--- config.mk ---
export PLATFORM = sky130hd
export DESIGN_NAME = multicycle_add_sub
export DESIGN_NICKNAME = d
export VERILOG_FILES = /design/src/rtl/multicycle_add_sub.sv
export SDC_FILE = /design/constraint.sdc
export NUM_CORES = 1
export LEC_CHECK = 0
export CORE_MARGIN = 5
export CORE_UTILIZATION = 55
export DETAILED_ROUTE_END_ITERATION = 12
export GPL_TIMING_DRIVEN = 0
export PLACE_DENSITY = 0.85
export SETUP_SLACK_MARGIN = 0.2
export SLEW_MARGIN = 25
export SYNTH_ARGS = -nofsm -noshare
export SYNTH_HDL_FRONTEND = slang
export SYNTH_SLANG_ARGS = --single-unit
--- constraint.sdc ---
create_clock -name clk -period 6.8 [get_ports clk]
set_input_delay 1.36 -clock clk [delete_from_list [all_inputs] [get_ports clk]]
set_output_delay 1.36 -clock clk [all_outputs]
set_load 0.01 [all_outputs]
--- src/rtl/multicycle_add_sub.sv ---
// Multi-cycle N-bit adder/subtractor: processes CHUNK bits per clock, LSB slice first,
// with a start/busy/done handshake and registered result plus status flags.
module multicycle_add_sub #(
  parameter int unsigned WIDTH = 16,
  parameter int unsigned CHUNK = 4
) (
  input  logic             clk,
  input  logic             rst,
  input  logic             start,
  input  logic             sub,
  input  logic [WIDTH-1:0] a,
  input  logic [WIDTH-1:0] b,
  input  logic             cin,
  output logic             busy,
  output logic             done,
  output logic [WIDTH-1:0] sum,
  output logic             cout,
  output logic             overflow,
  output logic             zero,
  output logic             negative
);

  localparam int unsigned NCHUNK = WIDTH / CHUNK;
  localparam int unsigned CntW   = (NCHUNK > 1) ? $clog2(NCHUNK) : 1;
  localparam logic [CntW-1:0] LastCnt = CntW'(NCHUNK - 1);

  if (WIDTH < 2 || (WIDTH % CHUNK) != 0) begin : g_bad_params
    $error("multicycle_add_sub: WIDTH must be >= 2 and a multiple of CHUNK");
  end

  typedef enum logic [1:0] {StIdle, StRun, StDone} state_e;

  state_e           state_q;
  logic [WIDTH-1:0] a_q;
  logic [WIDTH-1:0] b_q;
  logic [WIDTH-1:0] psum_q;
  logic             carry_q;
  logic             a_msb_q;
  logic             b_msb_q;
  logic [CntW-1:0]  cnt_q;

  logic [CHUNK:0]         slice_sum;
  logic [WIDTH+CHUNK-1:0] shifted;
  logic [WIDTH-1:0]       psum_next;

  // Operands shift right each cycle so the active slice is always in the low CHUNK bits;
  // the partial sum fills in from the top so it is fully aligned after the last slice.
  always_comb begin
    slice_sum = {1'b0, a_q[CHUNK-1:0]} + {1'b0, b_q[CHUNK-1:0]} + {{CHUNK{1'b0}}, carry_q};
    shifted   = {slice_sum[CHUNK-1:0], psum_q};
    psum_next = shifted[WIDTH+CHUNK-1:CHUNK];
  end

  always_ff @(posedge clk) begin
    if (rst) begin
      state_q  <= StIdle;
      a_q      <= '0;
      b_q      <= '0;
      psum_q   <= '0;
      carry_q  <= 1'b0;
      a_msb_q  <= 1'b0;
      b_msb_q  <= 1'b0;
      cnt_q    <= '0;
      busy     <= 1'b0;
      done     <= 1'b0;
      sum      <= '0;
      cout     <= 1'b0;
      overflow <= 1'b0;
      zero     <= 1'b0;
      negative <= 1'b0;
    end else begin
      unique case (state_q)
        StIdle, StDone: begin
          done <= 1'b0;
          if (start) begin
            a_q     <= a;
            b_q     <= sub ? ~b : b;
            a_msb_q <= a[WIDTH-1];
            b_msb_q <= sub ? ~b[WIDTH-1] : b[WIDTH-1];
            carry_q <= sub ? 1'b1 : cin;
            cnt_q   <= '0;
            busy    <= 1'b1;
            state_q <= StRun;
          end else begin
            state_q <= StIdle;
          end
        end
        StRun: begin
          a_q     <= a_q >> CHUNK;
          b_q     <= b_q >> CHUNK;
          psum_q  <= psum_next;
          carry_q <= slice_sum[CHUNK];
          cnt_q   <= cnt_q + CntW'(1);
          if (cnt_q == LastCnt) begin
            sum      <= psum_next;
            cout     <= slice_sum[CHUNK];
            overflow <= (a_msb_q == b_msb_q) && (psum_next[WIDTH-1] != a_msb_q);
            zero     <= (psum_next == '0);
            negative <= psum_next[WIDTH-1];
            busy     <= 1'b0;
            done     <= 1'b1;
            state_q  <= StDone;
          end
        end
        default: state_q <= StIdle;
      endcase
    end
  end

endmodule

==> summary.txt, run 1 <==
Synth
  – Area contributors post-synth: dfxtp_1 49%, nand2_1 10%, a21oi_1 9.6%
  – Synth warnings: 0
  – Area share of the largest cell type after synthesis: 49.2%
  – Top_reg_cell synth: dfxtp_1
  – Synth Cell Area: 2930 µm²
  – Count leader, synth: nand2_1
  – Register area share after synthesis: 49.2%
  – EDFF count, synth: 0
  – Top post-synthesis cells by count: 81 x nand2_1, 72 x dfxtp_1, 56 x a21oi_1, 31 x a22oi_1, 25 x nor2_1
  – Syn Area/Cell: 8.40 µm²
  – Post-synth ARST share: 0%
  – Post-Syn Instances: 349
  – Number of synthesized register bits: 72
  – Syn_nets: 392
  – Distinct cells, synth: 30
  – Post-synth top area cell: dfxtp_1

STA
  – # setup viols final: 0
  – Final clock skew: 0.00971 ns
  – Setup TNS: 0 ns
  – Slew headroom: 58.8%
  – Slew Viols, Final: 0
  – RSZ-0062 raised after global routing: false
  – Final hold vios: 0
  – Final period util: 42.8%
  – F_max: 343 MHz
  – Worst-margin pin slew: 0.618 ns
  – Min Tclk post-route: 2.91 ns

Power and ir drop
  – Sw frac: 25.4%
  – Power Density: 239 nW/µm²
  – Switching pwr: 0.000229 W
  – LEAKAGE: 1.39 nW
  – Clk pwr share: 36.4%
  – Tot Pwr: 0.000899 W
  – Worst IR Drop VDD: 0.000154 V
  – Logic pwr share: 13.0%
  – Sequential cell fraction of total power: 50.6%
  – Int Pwr: 0.000670 W

Critical path
  – Critical path data required time: 7.07 ns
  – FF-to-FF setup slack: 4.35 ns
  – CP Cell Sequence: clkdlybuf4s50_1 > nor2b_1 > clkbuf_1 > nor2_1 > buf_2 > nand2_1 > a21oi_1
  – Crit-path max FO: 10
  – Path depth of the worst reg2reg path: 8
  – Crit-path leading delay family: buffers and inverters
  – Critical path arrival: 3.18 ns
  – Worst flop-to-flop path startpoint: a_q[0]$_SDFFE_PP0P_
  – Worst path buffer plus inverter count: 3
  – Source of the critical timing path: start
  – Worst R2R End: zero$_SDFFE_PP0P_
  – Worst Path Class, Setup: in -> reg
  – CP endpoint: a_q[11]$_SDFFE_PP0P_
  – Kind of end point of the critical path: register
  – WP depth: 7
  – Max stage delay cell, worst path: nor2_1
  – Setup crit start kind: primary input
  – CP max stage delay: 0.49 ns

GRT
  – Vias in the first global route: 2532
  – GRT overflow: 0
  – Initial antenna violation count: 0
  – Largest net degree at the start of global routing: 12
  – Total track usage: 19.9%
  – First-pass GRT wire length: 11.2 mm

Layout
  – Fill count: 440
  – Non-filler instance count after layout: 490
  – Share of post-route cells with drive strength above 1: 6.90%
  – Footprint of the multi-input gates: 1350 µm²
  – FF+latch area: 1440 µm²
  – Inserted Diodes: 0
  – Area Overhead vs Synth: 28.5%
  – # nets final: 459

Detailed routing
  – # DRC: 0
  – Avg Vias per Cell: 5.40
  – Drt pass-1 iters: 4
  – DR WL/cell: 14.1 µm
  – Drt total wl: 6.91 mm
  – ANT nets after route: 0
  – Vias: 2647
  – 1st-iter DRT viols: 131

Floorplanning
  – Initial Util: 57.0%
  – Die Ht: 83.0 µm
  – Die width: 83.0 µm
  – Core area: 5140 µm²
  – Die Area: 6890 µm²
  – I/O pin count: 59
  – Rows: 26

Placed design
  – Dpl cells: 475
  – DP HPWL: 5.10 mm
  – Placer Congestion: 0.862
  – I/O Buffers: 56

Clock network
  – Worst skew pair latency: 0.35 ns
  – Clock Root Buffer: clkbuf_8
  – Resized cells post-CTS: 0
  – Post-CTS Setup Inserts: 0
  – Clock Sinks: 72
  – CTS Buf Count: 9
  – CTS clk-pin slew, worst paths: 0.07 ns
  – CTS tree: yes
  – Hold-fix buffers at CTS: 0
  – Clock Path Buffers: 2
  – Clock H-tree levels: 3

Min path
  – HP Class: reg -> reg
  – Hold Crit Start: sum[4]$_SDFFE_PP0P_

Outcome
  – Status: completed

Run
  – Max-cap violations: 0
==> cells in the final DEF (no fill, tap or decap), drive strengths merged, types with 4 or more instances in the layout <==
cell and n:
a21oi 57, a22oi 31, buf 10, clkbuf 29, clkdlybuf4s50 56, dfxtp 72, ha 4, inv 4
nand2 81, nor2 25, xor2 17
==> power groups by stage <==
stage / combinational [W] / sequential (W) / clock [W]
floorplan: 0.0000729 / 0.000460 / 0
global placement: 0.000112 / 0.000463 / 0
detailed placement: 0.000116 / 0.000464 / 0
CTS: 0.000117 / 0.000454 / 0.000329
global route: 0.000129 / 0.000456 / 0.000346
finish: 0.000117 / 0.000454 / 0.000327
==> sequential cells by signal, indices dropped and copies added (netlist names) <==
register,flops
busy,1
b_msb_q,1
state_q,2
a_msb_q,1
b_q,16
cnt_q,2
overflow,1
psum_q,12
zero,1
carry_q,1
a_q,16
cout,1
sum,16
done,1
==> stage by stage <==
stage	util (%)	setup slack [ns]	hold slack [ns]	cell area (µm²)
after CTS	73.2	3.88	0.455	3760
after detailed placement	69.6	3.53	0.446	3580
after floorplan	-	4.40	0.436	2930
after global routing	73.2	3.73	0.471	3760
final	73.2	3.89	0.453	3760
after global placement	69.6	3.60	0.441	3580
==> worst register-to-register path: stages (launching register included) <==
cell      delay, ns
dfxtp_1        0.33
inv_1          0.06
fa_1           0.44
inv_1          0.09
fa_1           0.46
nor4b_1        0.28
nand4_1        0.15
a2111o_1       0.43
a21oi_2        0.13
==> kinds of logic after synthesis <==
family	Yosys count	synth area share (%)
AO/OA/AOI/OAI	99	20.7
XOR/XNOR	17	5.08
adder cells (fa/ha/maj)	6	3.07
buffers and inverters	32	4.61
flip-flops	72	49.2
AND/OR/NAND/NOR	123	17.3
==> per-layer routing <==
layer	vias up	GRT usage, %	wire length [µm]
li1	1318	-	-
met1	1242	20.7	2850
met2	76	37.2	3570
met3	11	5.05	348
met4	0	9.06	143
met5	-	0	0
==> worst min-delay path by stage <==
stage	end	slack, ns	cells after the start
after floorplan	a_q[0]$_SDFFE_PP0P_	0.44	2
after global placement	sum[4]$_SDFFE_PP0P_	0.44	2
after detailed placement	sum[4]$_SDFFE_PP0P_	0.45	2
after CTS	sum[4]$_SDFFE_PP0P_	0.46	2
after global routing	sum[2]$_SDFFE_PP0P_	0.47	2
final	sum[4]$_SDFFE_PP0P_	0.45	2
==> final cells by class <==
class | instances | share of cell area [%]
buffer | 28 | 3.19
clock buffer | 11 | 3.76
clock inverter | 4 | 1.20
inverter | 4 | 0.399
multi-input combinational | 245 | 36.0
sequential | 72 | 38.3
tap | 70 | 2.33
timing repair buffer | 56 | 14.9
No activity file was read; power rests on OpenSTA's default activity.
==> run 2: changes to the inputs <==
CORE_UTILIZATION = 51   (was 55)
PLACE_DENSITY = 0.79   (was 0.85)
clock period = 3 ns   (was 6.8 ns; I/O delays follow)
==> run 2 against run 1 <==
Against the previous run:
- critical path depth rose by 1
- routed wire length decreased by 0.26%
- sequential share of layout area unchanged
- critical path type is now reg -> reg
- largest power group unchanged
==> summary.txt, run 2 (synthesis gave the netlist of run 1 again) <==
Outcome
  – Status: completed

Detailed routing
  – # DRC: 0
  – DR WL/cell: 14.0 µm
  – Drt total wl: 6.89 mm
  – ANT nets after route: 0
  – Drt pass-1 iters: 4
  – Avg Vias per Cell: 5.28
  – 1st-iter DRT viols: 135
  – Vias: 2604

Floorplanning
  – Core area: 5540 µm²
  – Rows: 27
  – Die Ht: 85.8 µm
  – Die Area: 7360 µm²
  – Die width: 85.8 µm
  – Initial Util: 52.9%
  – I/O pin count: 59

STA
  – F_max: 410 MHz
  – Slew headroom: 60.2%
  – Slew Viols, Final: 0
  – Final period util: 81.3%
  – Min Tclk post-route: 2.44 ns
  – # setup viols final: 0
  – Final hold vios: 0
  – RSZ-0062 raised after global routing: false
  – Final clock skew: 0.00770 ns
  – Setup TNS: 0 ns
  – Worst-margin pin slew: 0.597 ns

Layout
  – Inserted Diodes: 0
  – Non-filler instance count after layout: 493
  – Share of post-route cells with drive strength above 1: 7.13%
  – # nets final: 459
  – Top flop regs: a_q x16, b_q x16, sum x16
  – Area Overhead vs Synth: 28.5%
  – Most frequent cells in the layout: 81 x nand2_1, 72 x dfxtp_1, 56 x a21oi_1, 56 x clkdlybuf4s50_1, 31 x a22oi_1
  – Commonest non-fill, non-tap cell in the layout: nand2_1

Placed design
  – Dpl cells: 477
  – Placer Congestion: 0.846
  – I/O Buffers: 56
  – DP HPWL: 5.03 mm

Clock network
  – Resized cells post-CTS: 0
  – Hold-fix buffers at CTS: 0
  – CTS Buf Count: 9
  – Clock H-tree levels: 3
  – CTS clk-pin slew, worst paths: 0.07 ns
  – Post-CTS Setup Inserts: 0
  – Clock Path Buffers: 2
  – Worst skew pair latency: 0.35 ns
  – Clock Sinks: 72
  – Clock Root Buffer: clkbuf_8
  – CTS tree: yes

Critical path
  – Critical path data required time: 3.27 ns
  – Path depth of the worst reg2reg path: 8
  – Worst R2R End: zero$_SDFFE_PP0P_
  – Worst Path Class, Setup: reg -> reg
  – Critical path arrival: 2.72 ns
  – Setup crit start kind: register
  – Worst flop-to-flop path startpoint: a_q[0]$_SDFFE_PP0P_
  – Kind of end point of the critical path: register
  – Crit-path max FO: 3
  – FF-to-FF setup slack: 0.56 ns

GRT
  – Initial antenna violation count: 0
  – Vias in the first global route: 2570
  – Largest net degree at the start of global routing: 12
  – Total track usage: 19.8%
  – First-pass GRT wire length: 11.5 mm
  – GRT overflow: 0

Run
  – Max-cap violations: 0

Min path
  – HP Class: reg -> reg
  – Hold path depth: 2
  – Hold Crit Start: sum[6]$_SDFFE_PP0P_
  – Hold Path Sink: sum[6]$_SDFFE_PP0P_

Power and ir drop
  – Power Density: 532 nW/µm²
  – LEAKAGE: 1.39 nW
  – Tot Pwr: 0.00200 W
  – Worst IR Drop VDD: 0.000285 V
run 2: layer usage:
layer / vias up / global-route usage (%) / routed length [µm]
met5: - / 0 / 0
met4: 0 / 11.9 / 224
met3: 21 / 3.75 / 373
met2: 69 / 34.1 / 3340
met1: 1191 / 22.5 / 2940
li1: 1323 / - / -
run 2: worst max-delay path by stage:
stage	start	endpoint	slack, ns	depth (start not counted)
CTS	a_q[0]$_SDFFE_PP0P_	zero$_SDFFE_PP0P_	0.56	8
global route	a_q[0]$_SDFFE_PP0P_	zero$_SDFFE_PP0P_	0.42	8
finish	a_q[0]$_SDFFE_PP0P_	zero$_SDFFE_PP0P_	0.56	8
floorplan	a_q[0]$_SDFFE_PP0P_	zero$_SDFFE_PP0P_	0.79	8
global placement	start	a_q[15]$_SDFFE_PP0P_	0.55	7
detailed placement	start	a_q[15]$_SDFFE_PP0P_	0.47	7
run 2: layout make-up:
class / instances / area (µm²)
Buffer: 28 / 120
Fill cell: 465 / 1780
Timing Repair Buffer: 56 / 561
Clock inverter: 3 / 15.0
Tap cell: 72 / 90.1
Multi-Input combinational cell: 245 / 1350
Sequential cell: 72 / 1440
Clock buffer: 13 / 169
Inverter: 4 / 15.0
run 2: metrics by stage:
step | hold slack [ns] | setup WS [ns] | instance area, µm² | util (%)
after floorplan | 0.436 | 0.790 | 2930 | -
after global placement | 0.443 | 0.550 | 3580 | 64.6
after detailed placement | 0.447 | 0.469 | 3580 | 64.6
after CTS | 0.456 | 0.562 | 3760 | 68.0
after global routing | 0.475 | 0.421 | 3760 | 68.0
final | 0.454 | 0.560 | 3760 | 68.0
run 2: where the power goes:
part	internal [W]	switching, W
logic	0.000120	0.000144
registers	0.00100	0.0000292
clock network	0.000364	0.000343
run 2: worst max-delay path, stage by stage (launching register included):
cell and delay, ns:
dfxtp_1 0.33, inv_1 0.07, fa_1 0.44, inv_1 0.09
fa_1 0.46, nor4b_1 0.28, nand4_1 0.14, a2111o_1 0.44
a21oi_2 0.14
==> run 3: changes to the inputs <==
CORE_UTILIZATION = 46   (was 51)
PLACE_DENSITY = 0.75   (was 0.79)
clock period = 2.04 ns   (was 3 ns; I/O delays follow)
==> run 3 against run 2 <==
Against the previous run:
- the run now ends with setup timing left
- clock power increased by 58%
- die area increased by 9.6%
- sequential cell count unchanged
- largest cell class unchanged
- first-iteration DRC count unchanged
- highest routed layer unchanged
- sequential share of layout area decreased by 0.61 points
- setup slack got worse by 0.65 ns
==> summary.txt, run 3 (synthesis gave the netlist of run 1 again) <==
Critical path
  – Critical path arrival: 2.42 ns
  – Critical path data required time: 2.33 ns
  – CP max stage delay: 0.45 ns
  – Worst flop-to-flop path startpoint: carry_q$_SDFFE_PP0P_
  – Max stage delay cell, worst path: fa_2
  – Crit-path max FO: 2
  – Kind of end point of the critical path: register
  – Setup crit start kind: register
  – Worst Path Class, Setup: reg -> reg
  – CP Cell Sequence: inv_2 > fa_2 > inv_2 > fa_2 > nor4b_2 > nand4_1 > a2111o_1 > a21oi_2
  – Source of the critical timing path: carry_q$_SDFFE_PP0P_

STA
  – Setup TNS: -0.0946 ns
  – Worst-margin pin slew: 0.608 ns
  – RSZ-0062 raised after global routing: true
  – Slew headroom: 59.5%
  – Final clock skew: 0.00962 ns
  – F_max: 468 MHz
  – # setup viols final: 1
  – Final period util: 105%
  – Slew Viols, Final: 0
  – Min Tclk post-route: 2.13 ns
  – Worst Slack Setup Final: -0.0946 ns
  – Final hold vios: 0

Run
  – Max-cap violations: 0

Layout
  – Area Overhead vs Synth: 31.3%
  – Inserted Diodes: 0
  – Top flop regs: a_q x16, b_q x16, sum x16
  – # nets final: 461
  – Most frequent cells in the layout: 81 x nand2_1, 66 x dfxtp_1, 56 x clkdlybuf4s50_1
  – Post-layout util: 61.3%
  – Share of post-route cells with drive strength above 1: 12.1%
  – Commonest non-fill, non-tap cell in the layout: nand2_1
  – Fill count: 589

Clock network
  – Worst skew pair latency: 0.35 ns
  – CTS clk-pin slew, worst paths: 0.08 ns
  – Clock Sinks: 72
  – Clock Path Buffers: 2
  – Clock H-tree levels: 3
  – CTS Buf Count: 9
  – CTS tree: yes
  – Hold-fix buffers at CTS: 0
  – Clock Root Buffer: clkbuf_8

Placed design
  – Placer Congestion: 0.829
  – DP HPWL: 5.03 mm
  – I/O Buffers: 56

Power and ir drop
  – Worst IR Drop VDD: 0.000559 V
  – Power Density: 793 nW/µm²
  – LEAKAGE: 1.41 nW

Detailed routing
  – DR WL/cell: 13.8 µm
  – Avg Vias per Cell: 5.27
  – ANT nets after route: 0
  – Drt total wl: 6.92 mm
  – Vias: 2637
  – Drt pass-1 iters: 4
  – # DRC: 0
  – 1st-iter DRT viols: 135

Outcome
  – Failing checks: setup timing
  – Status: finished with violations

GRT
  – Largest net degree at the start of global routing: 14
  – First-pass GRT wire length: 11.6 mm
  – Vias in the first global route: 2541
  – Initial antenna violation count: 0
  – Total track usage: 17.4%
  – GRT overflow: 0

Floorplanning
  – I/O pin count: 59
  – Initial Util: 46.7%
  – Die Ht: 89.8 µm
  – Die Area: 8070 µm²
  – Core area: 6280 µm²
  – Die width: 89.8 µm
  – Rows: 29

Min path
  – Hold Crit Start: sum[3]$_SDFFE_PP0P_
  – HP Class: reg -> reg
==> run 3: final timing paths <==
kind                         endpoint  cells after the start  slack [ns]
hold / removal    sum[3]$_SDFFE_PP0P_                      2        0.46
hold reg to reg   sum[3]$_SDFFE_PP0P_                      2        0.46
setup reg to reg    zero$_SDFFE_PP0P_                      8       -0.09
setup / recovery    zero$_SDFFE_PP0P_                      8       -0.09
==> run 3: cell type report <==
type,count,area (µm²),area share [%]
tap,77,96.3,2.50
timing repair buffer,58,576,15.0
clock buffer,9,124,3.22
multi-input combinational,245,1390,36.1
buffer,28,125,3.25
inverter,4,15.0,0.390
clock inverter,7,72.6,1.89
sequential,72,1450,37.7
==> run 3: metal layers <==
| metal | vias up | GRT usage [%] | wire, µm |
|---|---|---|---|
| li1 | 1322 | - | - |
| met1 | 1235 | 21.6 | 3020 |
| met2 | 70 | 28.9 | 3380 |
| met3 | 10 | 3.34 | 414 |
| met4 | 0 | 8.19 | 102 |
| met5 | - | 0 | 0 |
==> run 3: timing repair <==
action | CTS | global route
buffers inserted | 2 | 0
pin swaps | 4 | 0
gates resized for setup | 7 | 9
setup endpoints to repair | 34 | 34
==> run 3: power by group <==
part	internal (W)	leakage (nW)	switching, W
Combinational	0.000193	0.721	0.000219
Sequential	0.00147	0.589	0.0000455
Clock	0.000564	0.0952	0.000557
==> run 3: through the flow <==
step                total power, W  cells  instance area (µm²)  worst slack, ns  hold slack (ns)
floorplan                  0.00178    349                 2940          -0.0759            0.436
global placement           0.00193    482                 3600           -0.251            0.442
detailed placement         0.00194    482                 3600           -0.291            0.447
CTS                        0.00306    500                 3830          -0.0942            0.458
global route               0.00319    500                 3850           -0.163            0.473
finish                     0.00305    500                 3850          -0.0946            0.457
==> run 3: critical path: cells and delay by family, from the launching register on <==
family,cells,cell delay (ns)
AND/OR/NAND/NOR,2,0.36
buffers and inverters,2,0.11
AO/OA/AOI/OAI,2,0.45
adder cells (fa/ha/maj),2,0.83
flip-flops,1,0.33
